<file path="src/rtl/fir_pkg.sv">
// ---------------------------------------------------------------------------
// fir_pkg
// Shared definitions for the time-multiplexed FIR filter stage:
//   - default widths and tap count
//   - coefficient type and the constant coefficient set FIR_COEFS
//   - FSM state enum (IDLE, MAC, OUT)
//   - accumulator width helper and a bounds-safe coefficient lookup
// ---------------------------------------------------------------------------
package fir_pkg;

  localparam int DATA_W_DEF = 24;
  localparam int COEF_W_DEF = 16;
  localparam int OUT_W_DEF  = 24;
  localparam int TAPS_DEF   = 8;

  typedef logic signed [COEF_W_DEF-1:0] coef_t;
  typedef coef_t coef_arr_t [TAPS_DEF];

  localparam coef_arr_t FIR_COEFS = '{
    16'sd1, 16'sd2, 16'sd3, 16'sd4, 16'sd4, 16'sd3, 16'sd2, 16'sd1
  };

  typedef enum logic [1:0] {
    IDLE = 2'd0,
    MAC  = 2'd1,
    OUT  = 2'd2
  } state_e;

  // Full-precision accumulator width: product width plus growth for TAPS sums.
  function automatic int acc_width(input int dw, input int cw, input int taps);
    return dw + cw + $clog2(taps);
  endfunction

  // Indices past the stored set read as zero, so the MAC index may safely
  // run one step beyond the last tap while the output is being formed.
  function automatic coef_t coef_at(input int idx);
    if (idx >= 0 && idx < TAPS_DEF) return FIR_COEFS[idx];
    return '0;
  endfunction

endpackage

</file>
<file path="src/rtl/fir_tap_line.sv">
// ---------------------------------------------------------------------------
// fir_tap_line
// TAPS-deep sample delay line with a single indexed read port.
// x[0] is the newest sample; a shift moves every entry one place older.
// Ports:
//   i_clk    clock (rising edge)
//   i_rst    synchronous active-high reset, clears every entry
//   i_shift  push iv_din into x[0] and age the line by one
//   iv_din   new sample
//   iv_idx   tap index to read; out-of-range indices read zero
//   ov_tap   x[iv_idx]
// ---------------------------------------------------------------------------
module fir_tap_line #(
  parameter int DATA_W = 24,
  parameter int TAPS   = 8,
  parameter int IDX_W  = 4
) (
  input  logic                     i_clk,
  input  logic                     i_rst,
  input  logic                     i_shift,
  input  logic signed [DATA_W-1:0] iv_din,
  input  logic        [IDX_W-1:0]  iv_idx,
  output logic signed [DATA_W-1:0] ov_tap
);

  logic signed [DATA_W-1:0] x_q [TAPS];

  // Delay line storage: cleared by reset, aged by one on every shift.
  always_ff @(posedge i_clk) begin
    if (i_rst) begin
      for (int i = 0; i < TAPS; i++) x_q[i] <= '0;
    end else if (i_shift) begin
      x_q[0] <= iv_din;
      for (int i = 1; i < TAPS; i++) x_q[i] <= x_q[i-1];
    end
  end

  // Read mux; the MAC index may point one past the end, which reads zero.
  always_comb begin
    ov_tap = '0;
    for (int i = 0; i < TAPS; i++) begin
      if (iv_idx == IDX_W'(i)) ov_tap = x_q[i];
    end
  end

endmodule

</file>
<file path="src/rtl/fir_mac_filter.sv">
// ---------------------------------------------------------------------------
// fir_mac_filter
// Single-multiplier signed FIR stage. Each accepted sample is shifted into
// the delay line, then TAPS multiply-accumulate cycles form
// y = sum C[k]*x[k], followed by an output cycle that registers ov_dout.
// Build option: define FIR_ROUND_SAT_EN to round half up before the shift
// and saturate to OUT_W bits; this adds one register stage (latency
// TAPS+2 instead of TAPS+1). Without it the output is acc >>> SHIFT
// truncated (wrap-around).
// Ports:
//   i_clk         clock (rising edge)
//   i_rst         synchronous active-high reset
//   i_en          stage enable; low freezes all state
//   iv_din        input sample (signed)
//   i_din_valid   input sample valid
//   o_ready       filter can accept a sample
//   ov_dout       filtered output word (signed)
//   o_dout_valid  ov_dout valid
//   i_ready       downstream can accept ov_dout
// ---------------------------------------------------------------------------
module fir_mac_filter
  import fir_pkg::*;
#(
  parameter int DATA_W = DATA_W_DEF,
  parameter int OUT_W  = OUT_W_DEF,
  parameter int TAPS   = TAPS_DEF,
  parameter int COEF_W = COEF_W_DEF,
  parameter int SHIFT  = 0
) (
  input  logic                     i_clk,
  input  logic                     i_rst,
  input  logic                     i_en,
  input  logic signed [DATA_W-1:0] iv_din,
  input  logic                     i_din_valid,
  output logic                     o_ready,
  output logic signed [OUT_W-1:0]  ov_dout,
  output logic                     o_dout_valid,
  input  logic                     i_ready
);

  localparam int ACC_W = acc_width(DATA_W, COEF_W, TAPS);
  // k runs 0..TAPS-1 for products, then TAPS (and TAPS+1) for output forming.
  localparam int KW    = $clog2(TAPS + 3);

  state_e                   state_q, state_d;
  logic        [KW-1:0]     k_q, k_d;
  logic signed [ACC_W-1:0]  acc_q, acc_d;
  logic signed [OUT_W-1:0]  dout_q, dout_d;
  logic                     dvalid_q, dvalid_d;
  logic                     shift_en;

  logic signed [DATA_W-1:0] tap_rd;
  logic signed [ACC_W-1:0]  coef_ext;
  logic signed [ACC_W-1:0]  tap_ext;
  logic signed [ACC_W-1:0]  prod;

`ifdef FIR_ROUND_SAT_EN
  localparam int RND_SH = (SHIFT > 0) ? SHIFT - 1 : 0;
  localparam logic signed [ACC_W:0] RND_ADD =
    (SHIFT > 0) ? ({{ACC_W{1'b0}}, 1'b1} << RND_SH) : '0;
  localparam logic signed [ACC_W:0] OUT_MAX =
    {{(ACC_W-OUT_W+2){1'b0}}, {(OUT_W-1){1'b1}}};
  localparam logic signed [ACC_W:0] OUT_MIN =
    {{(ACC_W-OUT_W+2){1'b1}}, {(OUT_W-1){1'b0}}};

  logic signed [ACC_W:0] acc_ext;
  logic signed [ACC_W:0] rs_q, rs_d;
  logic signed [OUT_W-1:0] sat_val;

  assign acc_ext = {acc_q[ACC_W-1], acc_q};

  // Clamp the rounded, shifted value into the signed OUT_W range.
  always_comb begin
    sat_val = rs_q[OUT_W-1:0];
    if (rs_q > OUT_MAX)      sat_val = OUT_MAX[OUT_W-1:0];
    else if (rs_q < OUT_MIN) sat_val = OUT_MIN[OUT_W-1:0];
  end
`endif

  fir_tap_line #(
    .DATA_W (DATA_W),
    .TAPS   (TAPS),
    .IDX_W  (KW)
  ) u_tap_line (
    .i_clk   (i_clk),
    .i_rst   (i_rst),
    .i_shift (shift_en),
    .iv_din  (iv_din),
    .iv_idx  (k_q),
    .ov_tap  (tap_rd)
  );

  // Size casts keep signedness, so both operands are sign-extended to ACC_W.
  assign coef_ext = ACC_W'(coef_at(int'(k_q)));
  assign tap_ext  = ACC_W'(tap_rd);
  assign prod     = coef_ext * tap_ext;

  // Reset also forces ready low so nothing is accepted during reset.
  assign o_ready      = (state_q == IDLE) && i_en && !i_rst;
  assign ov_dout      = dout_q;
  assign o_dout_valid = dvalid_q;

  // Next-state logic: everything holds unless enabled and the state acts.
  always_comb begin
    state_d  = state_q;
    k_d      = k_q;
    acc_d    = acc_q;
    dout_d   = dout_q;
    dvalid_d = dvalid_q;
    shift_en = 1'b0;
`ifdef FIR_ROUND_SAT_EN
    rs_d     = rs_q;
`endif
    if (i_en) begin
      case (state_q)
        IDLE: begin
          if (i_din_valid) begin
            shift_en = 1'b1;
            acc_d    = '0;
            k_d      = '0;
            state_d  = MAC;
          end
        end
        MAC: begin
          if (k_q < KW'(TAPS)) begin
            acc_d = acc_q + prod;
            k_d   = k_q + KW'(1);
          end
`ifdef FIR_ROUND_SAT_EN
          else if (k_q == KW'(TAPS)) begin
            rs_d = (acc_ext + RND_ADD) >>> SHIFT;
            k_d  = k_q + KW'(1);
          end else begin
            dout_d   = sat_val;
            dvalid_d = 1'b1;
            state_d  = OUT;
          end
`else
          else begin
            dout_d   = OUT_W'(acc_q >>> SHIFT);
            dvalid_d = 1'b1;
            state_d  = OUT;
          end
`endif
        end
        OUT: begin
          if (i_ready) begin
            dvalid_d = 1'b0;
            state_d  = IDLE;
          end
        end
        default: state_d = IDLE;
      endcase
    end
  end

  // State registers with synchronous reset that discards any partial result.
  always_ff @(posedge i_clk) begin
    if (i_rst) begin
      state_q  <= IDLE;
      k_q      <= '0;
      acc_q    <= '0;
      dout_q   <= '0;
      dvalid_q <= 1'b0;
`ifdef FIR_ROUND_SAT_EN
      rs_q     <= '0;
`endif
    end else begin
      state_q  <= state_d;
      k_q      <= k_d;
      acc_q    <= acc_d;
      dout_q   <= dout_d;
      dvalid_q <= dvalid_d;
`ifdef FIR_ROUND_SAT_EN
      rs_q     <= rs_d;
`endif
    end
  end

endmodule

</file>
<file path="config.mk">
export PLATFORM = sky130hd
export DESIGN_NAME = fir_mac_filter
export DESIGN_NICKNAME = d
export VERILOG_FILES = /design/src/rtl/fir_pkg.sv /design/src/rtl/fir_tap_line.sv /design/src/rtl/fir_mac_filter.sv
export SDC_FILE = /design/constraint.sdc
export NUM_CORES = 1
export LEC_CHECK = 0
export BUFFER_PORTS_ARGS = -buffer_cell sky130_fd_sc_hd__buf_2
export CAP_MARGIN = 20
export CORE_MARGIN = 2
export CORE_UTILIZATION = 40
export CTS_CLUSTER_DIAMETER = 80
export CTS_CLUSTER_SIZE = 12
export DETAILED_ROUTE_END_ITERATION = 6
export MAX_ROUTING_LAYER = met4
export PLACE_DENSITY = 0.55
export SYNTH_ARGS = -nofsm -noshare
export SYNTH_HDL_FRONTEND = slang
export SYNTH_SLANG_ARGS = --single-unit
export TNS_END_PERCENT = 100
</file>
<file path="constraint.sdc">
create_clock -name i_clk -period 7.8 [get_ports i_clk]
set_clock_uncertainty 0.15 [all_clocks]
set_input_delay 0.78 -clock i_clk [delete_from_list [all_inputs] [get_ports i_clk]]
set_output_delay 0.78 -clock i_clk [all_outputs]
set_load 0.02 [all_outputs]
</file>
==> flow_metrics.py, run 1 <==
metrics = {
    "global_route": {
        "grt_overflow": 0,
        "antenna_found_initial": 0,
        "grt_pass1_wl_mm": 51.22,
        "grt_start_max_net_pins": 139,
        "groute.usage.overall_pct": 16.92,
        "grt_pass1_vias": 9702,
    },
    "setup_path": {
        "worstPathArrival_ps": 7220,
        "cp-end-kind": "register",
        "crit_path_end": "acc_q[23]",
        "critPathLaunch": "k_q[0]",
        "setup.worst_path.class": "register to register",
        "r2r-end": "acc_q[23]",
        "max_stage_delay_ps": 730,
        "r2r_cells": 28,
        "cp-start-kind": "register",
        "reg2reg_slack_ps": 860,
        "worstPathMaxFanout": 24,
        "cp_slowest_cell": "ha_1",
        "reg2reg_from": "k_q[0]",
        "required_ps": 8080,
    },
    "sta": {
        "final_hold_viol_count": 0,
        "tns_ps": 0,
        "rsz0062_at_grt": "no",
        "maxSlewHeadroom_pct": 28.87,
        "fin_crit_sh_pct": 89.01,
        "report.final.slew_viol_count": 0,
        "period_minus_slack_ps": 6942,
        "finalSetupViolCount": 0,
        "tightest_slew_ps": 1067,
        "fmax_mhz": 144.0,
    },
    "die": {
        "die_x_um": 195.3,
        "core_area_um2": 36350,
        "start_util_pct": 40.28,
        "die-area_um2": 38140,
        "die_h_um": 195.3,
        "rows": 70,
        "pin_count": 55,
    },
    "placed_design": {
        "placed_cell_area_um2": 15210,
        "io_buffer_count": 54,
        "hpwl_mm": 20.74,
        "post-place-cells": 1885,
        "gp_congestion": 0.8885,
    },
    "cells_and_area": {
        "final_nets": 1610,
        "layout-drive-gt1-share_pct": 9.622,
        "fin_util_pct": 43.95,
        "diodes": 0,
        "stdcell_count": 1923,
        "area_delta_synth_final_pct": 9.128,
        "fin_area_um2": 15980,
    },
    "yosys": {
        "synth.most_common_cell": "edfxtp_1",
        "synth_edf_count": 192,
        "synth.distinct_cells": 66,
        "async_reset_ff_share_pct": 0,
        "avgSynthCellArea_um2": 10.12,
        "synth_commonest_cells": "edfxtp_1, inv_1, and3_1, nand2_1, ha_1",
        "yosys_warnings": 0,
        "synth.cell_area_um2": 14640,
        "syn_nets": 1609,
        "synth_top_area_cell": "edfxtp_1",
        "yosysTopAreaCellShare_pct": 39.38,
        "synthFlopType": "edfxtp_1",
        "syn_inst": 1446,
        "yosysSeqAreaShare_pct": 46.91,
        "synthTopCellsByArea": "edfxtp_1, ha_1, dfxtp_1, and3_1, fa_1",
        "synth-seq-cells": 247,
    },
    "clocking": {
        "cts_resized": 0,
        "tritoncts": "built",
        "cts.clk_slew.worst_paths_ps": 70,
        "cts-buffers-inserted": 26,
        "clock_latency_ps": 550,
        "cts_hold_buf": 0,
        "clock_sinks": 247,
        "htreeDepth": 1,
        "cts_max_path_buffers": 3,
        "root_buffer": "clkbuf_16",
        "cts_setup_buffers": 0,
    },
    "route": {
        "routedWlPerCell_um": 16.07,
        "drtAntennaViolNets": 0,
        "drc": 0,
        "wl_met2_mm": 14.48,
        "drt-initial-drc-count": 572,
        "dr.pass1.iters": 5,
        "drt_wl_total_mm": 30.91,
        "routed-via-count": 9692,
        "top_layer_used": "met4",
        "wl_met1_mm": 15.01,
        "vias_per_cell": 5.040,
        "wl_met3_um": 921,
    },
    "run": {
        "drv_cap": 0,
    },
    "power": {
        "p_per_area_nw_per_um2": 192.4,
        "ir_drop_mv": 0.1458,
        "p_leak_nw": 7.214,
    },
    "status": {
        "status": "finished, final reports clean",
    },
    "min_path": {
        "holdCritStartpoint": "ov_dout[14]",
        "hold_path_class": "register to register",
    },
}
sequential cells by signal, indices dropped and copies added, names as in the netlist:
name,flops
state_q,2
o_dout_valid,1
acc_q,24
ov_dout,24
k_q,4
u_tap_line.x_q,192
cell families (layout without fill, tap and decap cells):
logic type / after synthesis / in the layout / share of synthesized area [%]
AND/OR/NAND/NOR: 485 / 485 / 17.55
flip-flops: 247 / 247 / 46.91
AO/OA/AOI/OAI: 258 / 258 / 11.84
adder cells (fa/ha/maj): 134 / 134 / 13.61
buffers and inverters: 285 / 294 / 7.701
XOR/XNOR: 27 / 27 / 1.709
multiplexers: 10 / 10 / 0.6923
placed cells by master (no fill, tap or decap), types with 32 or more instances in the layout:
| cell | Yosys | layout |
|---|---|---|
| dfxtp_1 | 55 | 55 |
| o21ai_0 | 33 | 32 |
| nor2b_1 | 82 | 82 |
| nand2_1 | 98 | 98 |
| edfxtp_1 | 192 | 192 |
| a21oi_1 | 88 | 88 |
| fa_1 | 42 | 42 |
| inv_1 | 186 | 186 |
| ha_1 | 92 | 90 |
| nor2_1 | 87 | 87 |
| buf_2 | 16 | 52 |
| and3_1 | 147 | 147 |
critical path: cells and delay by family, from the launching register on:
family,cells,cell delay (ps)
adder cells (fa/ha/maj),7,2840
AO/OA/AOI/OAI,11,1990
buffers and inverters,6,720
flip-flops,1,370
AND/OR/NAND/NOR,2,340
multiplexers,1,230
XOR/XNOR,1,140
stage by stage:
| step | worst slack (ps) | hold WS (ps) | total power [W] |
|---|---|---|---|
| 2_1_floorplan | 1787 | 294.5 | 0.001882 |
| 3_3_place_gp | 958.1 | 290.2 | 0.001985 |
| 3_5_place_dp | 881.3 | 293.7 | 0.001992 |
| 4_1_cts | 813.9 | 302.3 | 0.003126 |
| 5_1_grt | 368.2 | 312.1 | 0.003232 |
| 6_report | 857.6 | 297.8 | 0.003074 |
routing by layer:
metal | vias to the layer above | GRT usage (%)
met5 | - | -
li1 | 4962 | -
met1 | 4593 | 22.81
met4 | 0 | 3.873
met2 | 107 | 27.26
met3 | 30 | 2.280
worst min-delay path by stage:
stage	end	slack [ps]	cells after the start
2_1_floorplan	ov_dout[20]	290	2
4_1_cts	ov_dout[14]	300	2
3_3_place_gp	ov_dout[19]	290	2
6_report	ov_dout[14]	300	2
3_5_place_dp	ov_dout[14]	290	2
5_1_grt	ov_dout[12]	310	2
power breakdown:
group	internal (W)	switching, W
Combinational	0.000159	0.000263
Sequential	0.00150	0.0000349
Clock	0.000607	0.000507
area by class of cell:
cell class	count	area (um^2)
clock buffer	31	669.4
clock inverter	5	51.30
fill	3484	20370
inverter	187	701.9
multi-input combinational	914	6658
sequential	247	6867
tap	468	585.6
timing repair buffer	71	442.9
(Power assumes the default switching activity.)
==> run 2, diff against run 1 <==
--- a/config.mk
+++ b/config.mk
@@ -13,7 +13,7 @@
 export CTS_CLUSTER_SIZE = 12
 export DETAILED_ROUTE_END_ITERATION = 6
 export MAX_ROUTING_LAYER = met4
-export PLACE_DENSITY = 0.55
+export PLACE_DENSITY = 0.57
 export SYNTH_ARGS = -nofsm -noshare
 export SYNTH_HDL_FRONTEND = slang
 export SYNTH_SLANG_ARGS = --single-unit
==> constraint.sdc (replaced) <==
create_clock -name i_clk -period 5.8 [get_ports i_clk]
set_clock_uncertainty 0.15 [all_clocks]
set_input_delay 0.58 -clock i_clk [delete_from_list [all_inputs] [get_ports i_clk]]
set_output_delay 0.58 -clock i_clk [all_outputs]
set_load 0.02 [all_outputs]
==> flow_metrics.py, run 2 (same netlist as run 1, synthesis figures left out) <==
metrics = {
    "power": {
        "p_leak_nw": 7.652,
        "ir_drop_mv": 0.2017,
        "p_per_area_nw_per_um2": 249.4,
        "fin_total_pwr_w": 0.004266,
    },
    "sta": {
        "holdWs_ps": 186.0,
        "final_hold_viol_count": 0,
        "report.final.slew_viol_count": 0,
        "fmax_mhz": 168.5,
        "maxSlewHeadroom_pct": 31.29,
        "tightest_slew_ps": 1031,
        "layout_setup_ws_ps": -134.7,
        "finalSetupViolCount": 10,
        "tns_ps": -526.1,
        "period_minus_slack_ps": 5935,
        "rsz0062_at_grt": "yes",
        "fin_crit_sh_pct": 102.3,
    },
    "route": {
        "wl_met2_mm": 14.04,
        "wl_met1_mm": 15.27,
        "drtAntennaViolNets": 0,
        "wl_met3_um": 817,
        "top_layer_used": "met4",
        "drc": 0,
        "routedWlPerCell_um": 15.27,
        "dr.pass1.iters": 4,
        "drt_wl_total_mm": 30.69,
        "routed-via-count": 10009,
        "vias_per_cell": 4.980,
        "drt-initial-drc-count": 675,
    },
    "die": {
        "die_x_um": 195.3,
        "die_h_um": 195.3,
        "rows": 70,
        "start_util_pct": 40.28,
        "core_area_um2": 36350,
        "die-area_um2": 38140,
        "pin_count": 55,
    },
    "status": {
        "violations": "setup timing",
        "status": "finished, violations left",
    },
    "global_route": {
        "grt_pass1_vias": 9887,
        "groute.usage.overall_pct": 16.43,
        "grt_pass1_wl_mm": 50.45,
        "grt_start_max_net_pins": 111,
        "grt_overflow": 0,
        "antenna_found_initial": 0,
    },
    "cells_and_area": {
        "diodes": 0,
        "final_nets": 1688,
        "largest_reg_flops": 192,
        "stdcell_count": 2010,
        "area_delta_synth_final_pct": 16.84,
        "layout_common_cells": "edfxtp_1, inv_1, and3_1, nand2_1, nor2b_1",
        "mostFrequentLayoutCell": "edfxtp_1",
        "layout-drive-gt1-share_pct": 18.87,
        "fillers": 3370,
        "regMostFlops": "u_tap_line.x_q",
    },
    "setup_path": {
        "required_ps": 6080,
        "worstPathMaxFanout": 5,
        "cp_slowest_cell": "fa_1",
        "setup.worst_path.class": "register to register",
        "cp-end-kind": "register",
        "cp-start-kind": "register",
        "worstPathArrival_ps": 6210,
        "r2r_cells": 28,
        "max_stage_delay_ps": 470,
    },
    "min_path": {
        "min_path_cells": 2,
        "hold_path_class": "input pin to register",
    },
    "clocking": {
        "cts_max_path_buffers": 3,
        "htreeDepth": 1,
        "tritoncts": "built",
        "clock_sinks": 247,
        "cts-buffers-inserted": 25,
        "clock_latency_ps": 550,
        "root_buffer": "clkbuf_16",
        "cts.clk_slew.worst_paths_ps": 60,
    },
    "run": {
        "drv_cap": 0,
    },
    "placed_design": {
        "post-place-cells": 1956,
        "gp_congestion": 0.8368,
        "io_buffer_count": 54,
        "hpwl_mm": 20.93,
    },
}
## run 2: metal layers
| metal | global-route usage, % | up-vias |
|---|---|---|
| li1 | - | 5129 |
| met1 | 23.47 | 4719 |
| met2 | 25.25 | 122 |
| met3 | 1.917 | 39 |
| met4 | 3.478 | 0 |
| met5 | - | - |
## run 2: path summary, 6_finish.rpt
| check | start | endpoint | slack [ps] |
|---|---|---|---|
| worst min-delay path | iv_din[20] | u_tap_line.x_q[0][20] | 190 |
| worst min register to register | ov_dout[9] | ov_dout[9] | 300 |
| worst max-delay path | k_q[1] | acc_q[23] | -130 |
| worst max register to register | k_q[1] | acc_q[23] | -130 |
## run 2: critical path, delay by kind of cell, from the launching register on
family                   cells  cell delay, ps
XOR/XNOR                     1             120
AND/OR/NAND/NOR              3             600
adder cells (fa/ha/maj)      8            2370
AO/OA/AOI/OAI               12            1950
buffers and inverters        4             260
flip-flops                   1             350
## run 2: final cells by class
class	instances	area (um^2)	share of cell area [%]
clock buffer	39	678.2	3.965
clock inverter	5	68.82	0.4023
inverter	187	706.9	4.133
multi-input combinational	914	7056	41.25
sequential	247	6872	40.18
tap	468	585.6	3.424
timing repair buffer	150	1137	6.650
## run 2: timing repair
action | in CTS | in global routing
setup endpoints to repair | 16 | 16
pin swaps | 32 | 53
hold buffers | 0 | 0
buffers inserted | 4 | 7
gates resized for setup | 27 | 68
endpoints found under the hold margin | 0 | 0
## run 2: where the power goes
part           switching [W]  internal, W  total (W)
clock network       0.000686     0.000851    0.00154
registers          0.0000501      0.00202    0.00207
logic               0.000377     0.000281   0.000657
## run 2: through the flow
stage / setup WS [ps] / instance area, um^2 / util (%)
after floorplan: 1.307 / 14660 / -
after global placement: -257.4 / 15850 / 43.60
after detailed placement: -351.8 / 15850 / 43.60
after CTS: -167.1 / 16740 / 46.05
after global routing: -387.8 / 17100 / 47.06
final: -134.7 / 17100 / 47.06
